--- src/rtl/des_ip_loader.sv ---
// DES input loader: assembles a 64-bit block from a byte stream, applies the
// Initial Permutation and double-buffers the L0/R0 halves for the round engine.
module des_ip_loader (
    input  logic        clk,
    input  logic        rst,
    input  logic        flush,
    input  logic        in_valid,
    output logic        in_ready,
    input  logic [7:0]  in_byte,
    input  logic        in_dec,
    output logic        out_valid,
    input  logic        out_ready,
    output logic [31:0] l0,
    output logic [31:0] r0,
    output logic        out_dec
);

    localparam int unsigned IP_TBL [64] = '{
        58, 50, 42, 34, 26, 18, 10, 2,
        60, 52, 44, 36, 28, 20, 12, 4,
        62, 54, 46, 38, 30, 22, 14, 6,
        64, 56, 48, 40, 32, 24, 16, 8,
        57, 49, 41, 33, 25, 17,  9, 1,
        59, 51, 43, 35, 27, 19, 11, 3,
        61, 53, 45, 37, 29, 21, 13, 5,
        63, 55, 47, 39, 31, 23, 15, 7
    };

    logic [63:0] asm;
    logic [3:0]  cnt;
    logic        dec_cap;
    logic [63:0] ip_blk;
    logic        accept;
    logic        transfer;

    // DES bit n lives at vector bit 64-n; the table is a fixed rewire.
    always_comb begin
        ip_blk = '0;
        for (int unsigned k = 0; k < 64; k++) begin
            ip_blk[6'(63 - k)] = asm[6'(64 - IP_TBL[k])];
        end
    end

    assign in_ready = (cnt < 4'd8);
    assign accept   = in_valid & in_ready;
    assign transfer = (cnt == 4'd8) & (~out_valid | out_ready);

    always_ff @(posedge clk) begin
        if (rst) begin
            asm     <= '0;
            cnt     <= '0;
            dec_cap <= 1'b0;
        end else if (flush || transfer) begin
            // A complete block still transfers under flush; only cnt is cleared.
            cnt <= '0;
        end else if (accept) begin
            asm <= {asm[55:0], in_byte};
            cnt <= cnt + 4'd1;
            if (cnt == 4'd0) begin
                dec_cap <= in_dec;
            end
        end
    end

    always_ff @(posedge clk) begin
        if (rst) begin
            l0        <= '0;
            r0        <= '0;
            out_dec   <= 1'b0;
            out_valid <= 1'b0;
        end else if (transfer) begin
            {l0, r0}  <= ip_blk;
            out_dec   <= dec_cap;
            out_valid <= 1'b1;
        end else if (out_valid && out_ready) begin
            out_valid <= 1'b0;
        end
    end

endmodule

--- config.mk ---
export PLATFORM = sky130hd
export DESIGN_NAME = des_ip_loader
export DESIGN_NICKNAME = d
export VERILOG_FILES = /design/src/rtl/des_ip_loader.sv
export SDC_FILE = /design/constraint.sdc
export NUM_CORES = 1
export LEC_CHECK = 0
export CELL_PAD_IN_SITES_DETAIL_PLACEMENT = 0
export CELL_PAD_IN_SITES_GLOBAL_PLACEMENT = 2
export CORE_UTILIZATION = 35
export CTS_BUF_LIST = sky130_fd_sc_hd__clkbuf_4
export CTS_CLUSTER_DIAMETER = 100
export CTS_CLUSTER_SIZE = 20
export DETAILED_ROUTE_END_ITERATION = 16
export PLACE_DENSITY = 0.83
export SKIP_CTS_REPAIR_TIMING = 1
export SYNTH_ARGS = -nofsm -noshare
export SYNTH_HDL_FRONTEND = slang
export SYNTH_SLANG_ARGS = --single-unit
--- constraint.sdc ---
create_clock -name clk -period 4.6 [get_ports clk]
set_clock_uncertainty 0.15 [all_clocks]
set_input_delay 0.69 -clock clk [delete_from_list [all_inputs] [get_ports clk]]
set_output_delay 0.69 -clock clk [all_outputs]
set_load 0.03 [all_outputs]
==> results of run 1 <==
[stage by stage]
step	util	hold slack (ns)	setup slack (ns)
6_report	0.431	0.313	2.07
3_3_place_gp	0.410	0.295	1.79
3_5_place_dp	0.410	0.301	1.69
4_1_cts	0.431	0.317	1.99
5_1_grt	0.431	0.331	1.94
2_1_floorplan	-	0.287	2.82
[worst max-delay path, cell delays in order (launching register included)]
cell	delay [ns]
dfxtp_1	0.48
inv_1	0.10
clkdlybuf4s50_1	0.60
[where the power goes]
group / leakage (nW) / internal [W] / total [W] / switching (W)
sequential: 1.09 / 0.00117 / 0.00118 / 0.00000434
clock: 0.175 / 0.000478 / 0.000886 / 0.000407
combinational: 0.770 / 0.0000366 / 0.0000843 / 0.0000477
[synth_stat cells, types with 2 or more instances]
| cell | number | area, sq um |
|---|---|---|
| clkbuf_1 | 21 | 78.8 |
| mux2i_1 | 67 | 671 |
| nand2_1 | 128 | 480 |
| buf_4 | 10 | 75.1 |
| nor4_1 | 4 | 25.0 |
| buf_2 | 3 | 15.0 |
| ha_1 | 2 | 25.0 |
| a21oi_1 | 65 | 325 |
| buf_6 | 10 | 113 |
| dfxtp_1 | 135 | 2700 |
| inv_1 | 3 | 11.3 |
| nand2b_1 | 132 | 826 |
[kinds of logic after synthesis]
| kind of cell | share of synthesized area |
|---|---|
| AO/OA/AOI/OAI | 0.0615 |
| adder cells (fa/ha/maj) | 0.00460 |
| AND/OR/NAND/NOR | 0.256 |
| multiplexers | 0.123 |
| flip-flops | 0.497 |
| buffers and inverters | 0.0539 |
| XOR/XNOR | 0.00322 |
[metal layers]
| layer | GRT usage | vias up | wire (um) |
|---|---|---|---|
| met3 | 0.0422 | 12 | 349 |
| met5 | 0 | - | 0 |
| met2 | 0.225 | 63 | 4630 |
| met1 | 0.167 | 1742 | 5160 |
| li1 | - | 2023 | - |
| met4 | 0.0659 | 0 | 106 |
[registers in the layout (all words and copies together) (netlist names)]
signal     count
asm           64
l0            32
r0            32
cnt            4
dec_cap        1
out_dec        1
out_valid      1
[area by class of cell]
cell class	instances	area [sq um]	area share
clock inverter	13	185	0.0282
multi-input combinational	409	2440	0.373
timing repair buffer	84	841	0.128
sequential	135	2700	0.412
inverter	3	11.3	0.00172
antenna	1	2.50	0.000382
tap	188	235	0.0359
clock buffer	18	135	0.0206
[worst min-delay path by stage]
stage | from | endpoint | slack (ns) | cells past startpoint
floorplan | asm[56] | asm[56] | 0.29 | 2
global placement | asm[59] | asm[59] | 0.30 | 2
detailed placement | asm[56] | asm[56] | 0.30 | 2
CTS | asm[56] | asm[56] | 0.32 | 2
global route | asm[60] | asm[60] | 0.33 | 2
finish | asm[56] | asm[56] | 0.31 | 2
==> results.toml, run 1 <==
[drt]
drc = 0
wirelength_um = 10200
antenna_left = 0
drt_first_pass_iters = 4
drt-wirelength-per-cell_um = 12.0
num_vias = 3840
viasPerCell = 4.51
dr.first_iter.drc_count = 233

[cts]
cts_made_buffers = 17
cts_tree = "done"
insertion_delay_ns = 0.52
cts.clk_slew.worst_paths_ns = 0.10
root_buffer = "clkbuf_4"
cts.sinks = 135
ctsHtreeMaxLevel = 4
cts.path.max_buffers = 2

[placement]
place_hpwl_um = 5950
port_buffers = 80
gp_congestion = 0.707
placed_cells = 819
dpl_cell_area_sq_mm = 0.00623

[timing]
setup_tns_ns = 0
setup_violations = 0
hold_viol = 0
finalMaxSlewViolations = 0
rsz0062_at_grt = "false"
period_share = 0.550
fmax_mhz = 396
period_needed_ns = 2.53
worst_pin_slew_ns = 1.19
relSlewSlack = 0.204

[min_path]
hp-class = "flip-flop to flip-flop"

[layout]
final_common_cell = "dfxtp_1"
fin_cells = 851
synthToLayoutAreaGrowth_pct = 20.6
fill_cells = 1531
final_cell_mix = "dfxtp_1, nand2b_1, nand2_1, clkdlybuf4s50_1, mux2i_1"
drive_gt1_frac = 0.0544
final_nets = 666
stdcell_area_sq_mm = 0.00656

[floorplanning]
core_sq_mm = 0.0152
num_io_pins = 81
die_w_um = 127
initial_core_util = 0.358
die-area_sq_mm = 0.0160
die_h_um = 127
num_rows = 45

[grt]
grt_pass1_vias = 3764
grt_util_all_layers = 0.138
grt_pass1_wl_um = 17500
grt_start_max_net_pins = 103
grt_overflow_total = 0
antenna_found_initial = 1

[setup_path]
r2r-end = "r0[5]"
critPathMaxFanout = 8
crit_arrival_ns = 1.69
reg2reg_from = "cnt[0]"
r2r_slack_ns = 2.30
crit_type = "flip-flop to primary output"
critPathLaunch = "cnt[3]"
critPathRequiredTime_ns = 3.76
startpoint_type = "flip-flop"
worstSetupEndpoint = "in_ready"
worstRegToRegCells = 5
worstSetupEndpointType = "primary output"

[yosys]
netlist_instances = 591
synth_warnings = 0
synth.lib_cells_used.distinct = 23
syn-num-nets = 607
syn_area_sq_mm = 0.00544
synth_edf_count = 0
avgSynthCellArea_sq_um = 9.20
synth-async-reset-ratio = 0
seq_area_frac_synth = 0.497
ys_ff_latch = 135
synth_ff_type = "dfxtp_1"

[run_status]
outcome = "completed"

[power_and_ir_drop]
fin_total_pwr_w = 0.00215
peakVddDrop_uv = 170
p_per_area_mw_per_mm2 = 328
leakagePower_nw = 2.03

[run]
drv_cap = 0
(Power assumes the default switching activity.)
==> run 2, diff against run 1 <==
- CORE_UTILIZATION: 35 -> 34
- PLACE_DENSITY: 0.83 -> 0.81
- clock period: 4.6 -> 2.4 ns (I/O delays scaled with it)
==> results.toml, run 2 (synthesis results as in run 1) <==
[run_status]
outcome = "completed"

[timing]
finalMaxSlewViolations = 0
setup_violations = 0
relSlewSlack = 0.758
rsz0062_at_grt = "false"
fmax_mhz = 448
period_needed_ns = 2.23
worst_pin_slew_ns = 0.361
hold_viol = 0
setup_tns_ns = 0
period_share = 0.931

[layout]
fin_cells = 877
stdcell_area_sq_mm = 0.00659
final_nets = 671
largest_register_ff_count = 64
drive_gt1_frac = 0.0571
synthToLayoutAreaGrowth_pct = 21.2
top_regs = "asm: 64 flops, l0: 32 flops, r0: 32 flops"
largest_register = "asm"
final_cell_mix = "dfxtp_1, nand2b_1, nand2_1, clkdlybuf4s50_1, mux2i_1"
final_common_cell = "dfxtp_1"

[cts]
ctsHtreeMaxLevel = 4
cts.clk_slew.worst_paths_ns = 0.10
cts_made_buffers = 17
insertion_delay_ns = 0.53
cts.sinks = 135
cts.path.max_buffers = 2
root_buffer = "clkbuf_4"
cts_tree = "done"

[drt]
viasPerCell = 4.44
antenna_left = 0
drt-wirelength-per-cell_um = 11.9
wirelength_um = 10500
drc = 0
num_vias = 3896
drt_first_pass_iters = 6
dr.first_iter.drc_count = 187

[power_and_ir_drop]
p_clk_frac = 0.344
p_per_area_mw_per_mm2 = 563
power_switching_w = 0.000854
p_int_w = 0.00285
peakVddDrop_uv = 206
combPwrFrac = 0.046
fin_total_pwr_w = 0.00371
seq_power_share = 0.609
power_switching_share = 0.230
leakagePower_nw = 2.03

[placement]
placed_cells = 846
place_hpwl_um = 6390
port_buffers = 80
gp_congestion = 0.691
dpl_cell_area_sq_mm = 0.00636

[setup_path]
crit_type = "flip-flop to primary output"
startpoint_type = "flip-flop"
critPathMaxFanout = 8
critPathRequiredTime_ns = 1.89
worstSetupEndpointType = "primary output"
crit_arrival_ns = 1.72

[grt]
grt_start_max_net_pins = 87
grt_util_all_layers = 0.136
antenna_found_initial = 1
grt_overflow_total = 0
grt_pass1_vias = 3758
grt_pass1_wl_um = 17600

[floorplanning]
num_rows = 45
die-area_sq_mm = 0.0165
initial_core_util = 0.352
num_io_pins = 81
die_w_um = 128
core_sq_mm = 0.0154
die_h_um = 128

[min_path]
hp-class = "input port to flip-flop"

[run]
drv_cap = 0
-- run 2: cell types whose count changed in the layout (fill, tap and decap cells not counted) --
| cell | before | now |
|---|---|---|
| buf_12 | 1 | 6 |
| buf_4 | 4 | 3 |
| bufinv_16 | 5 | 1 |
| clkbuf_4 | 18 | 21 |
| clkinv_2 | 4 | 3 |
| dlygate4sd3_1 | 0 | 1 |
-- run 2: per-layer routing --
layer	track usage	wire (um)	vias up
met5	0	0	-
met4	0.0720	251	0
met3	0.0428	479	17
met2	0.209	4690	83
met1	0.170	5030	1766
li1	-	-	2030
-- run 2: final timing paths --
check                                 from        to  slack [ns]  depth (start not counted)
worst max-delay path                cnt[3]  in_ready        0.17                          2
worst min-delay path            in_byte[7]    asm[7]        0.21                          3
worst max register to register      cnt[0]     l0[9]        0.63                          6
worst min register to register     asm[59]   asm[59]        0.31                          2
-- run 2: cell type report --
class | instances | area [sq um]
repair buffers | 89 | 943
clock buffers | 21 | 158
inverters | 3 | 11.3
clock inverters | 8 | 60.1
diodes | 1 | 2.50
well taps | 211 | 264
fillers | 1585 | 8840
multi-input cells | 409 | 2440
flip-flops and latches | 135 | 2700
-- run 2: metrics by stage --
step                worst slack, ns  utilization  hold WS [ns]
global route                 0.0296        0.427         0.175
floorplan                     0.735            -         0.286
CTS                           0.115        0.426       -0.0395
detailed placement            0.315        0.412         0.298
finish                        0.166        0.427         0.214
global placement              0.348        0.412         0.295
-- run 2: power groups by stage --
stage               Combinational [W]  Clock, W  Sequential (W)
floorplan                    0.000129         0         0.00231
global placement             0.000171         0         0.00231
detailed placement           0.000174         0         0.00231
CTS                          0.000174   0.00135         0.00226
global route                 0.000188   0.00145         0.00226
finish                       0.000172   0.00128         0.00226
-- run 2: critical path, stage by stage (launching register included) --
cell             delay [ns]
dfxtp_1                0.49
inv_1                  0.10
clkdlybuf4s50_1        0.61
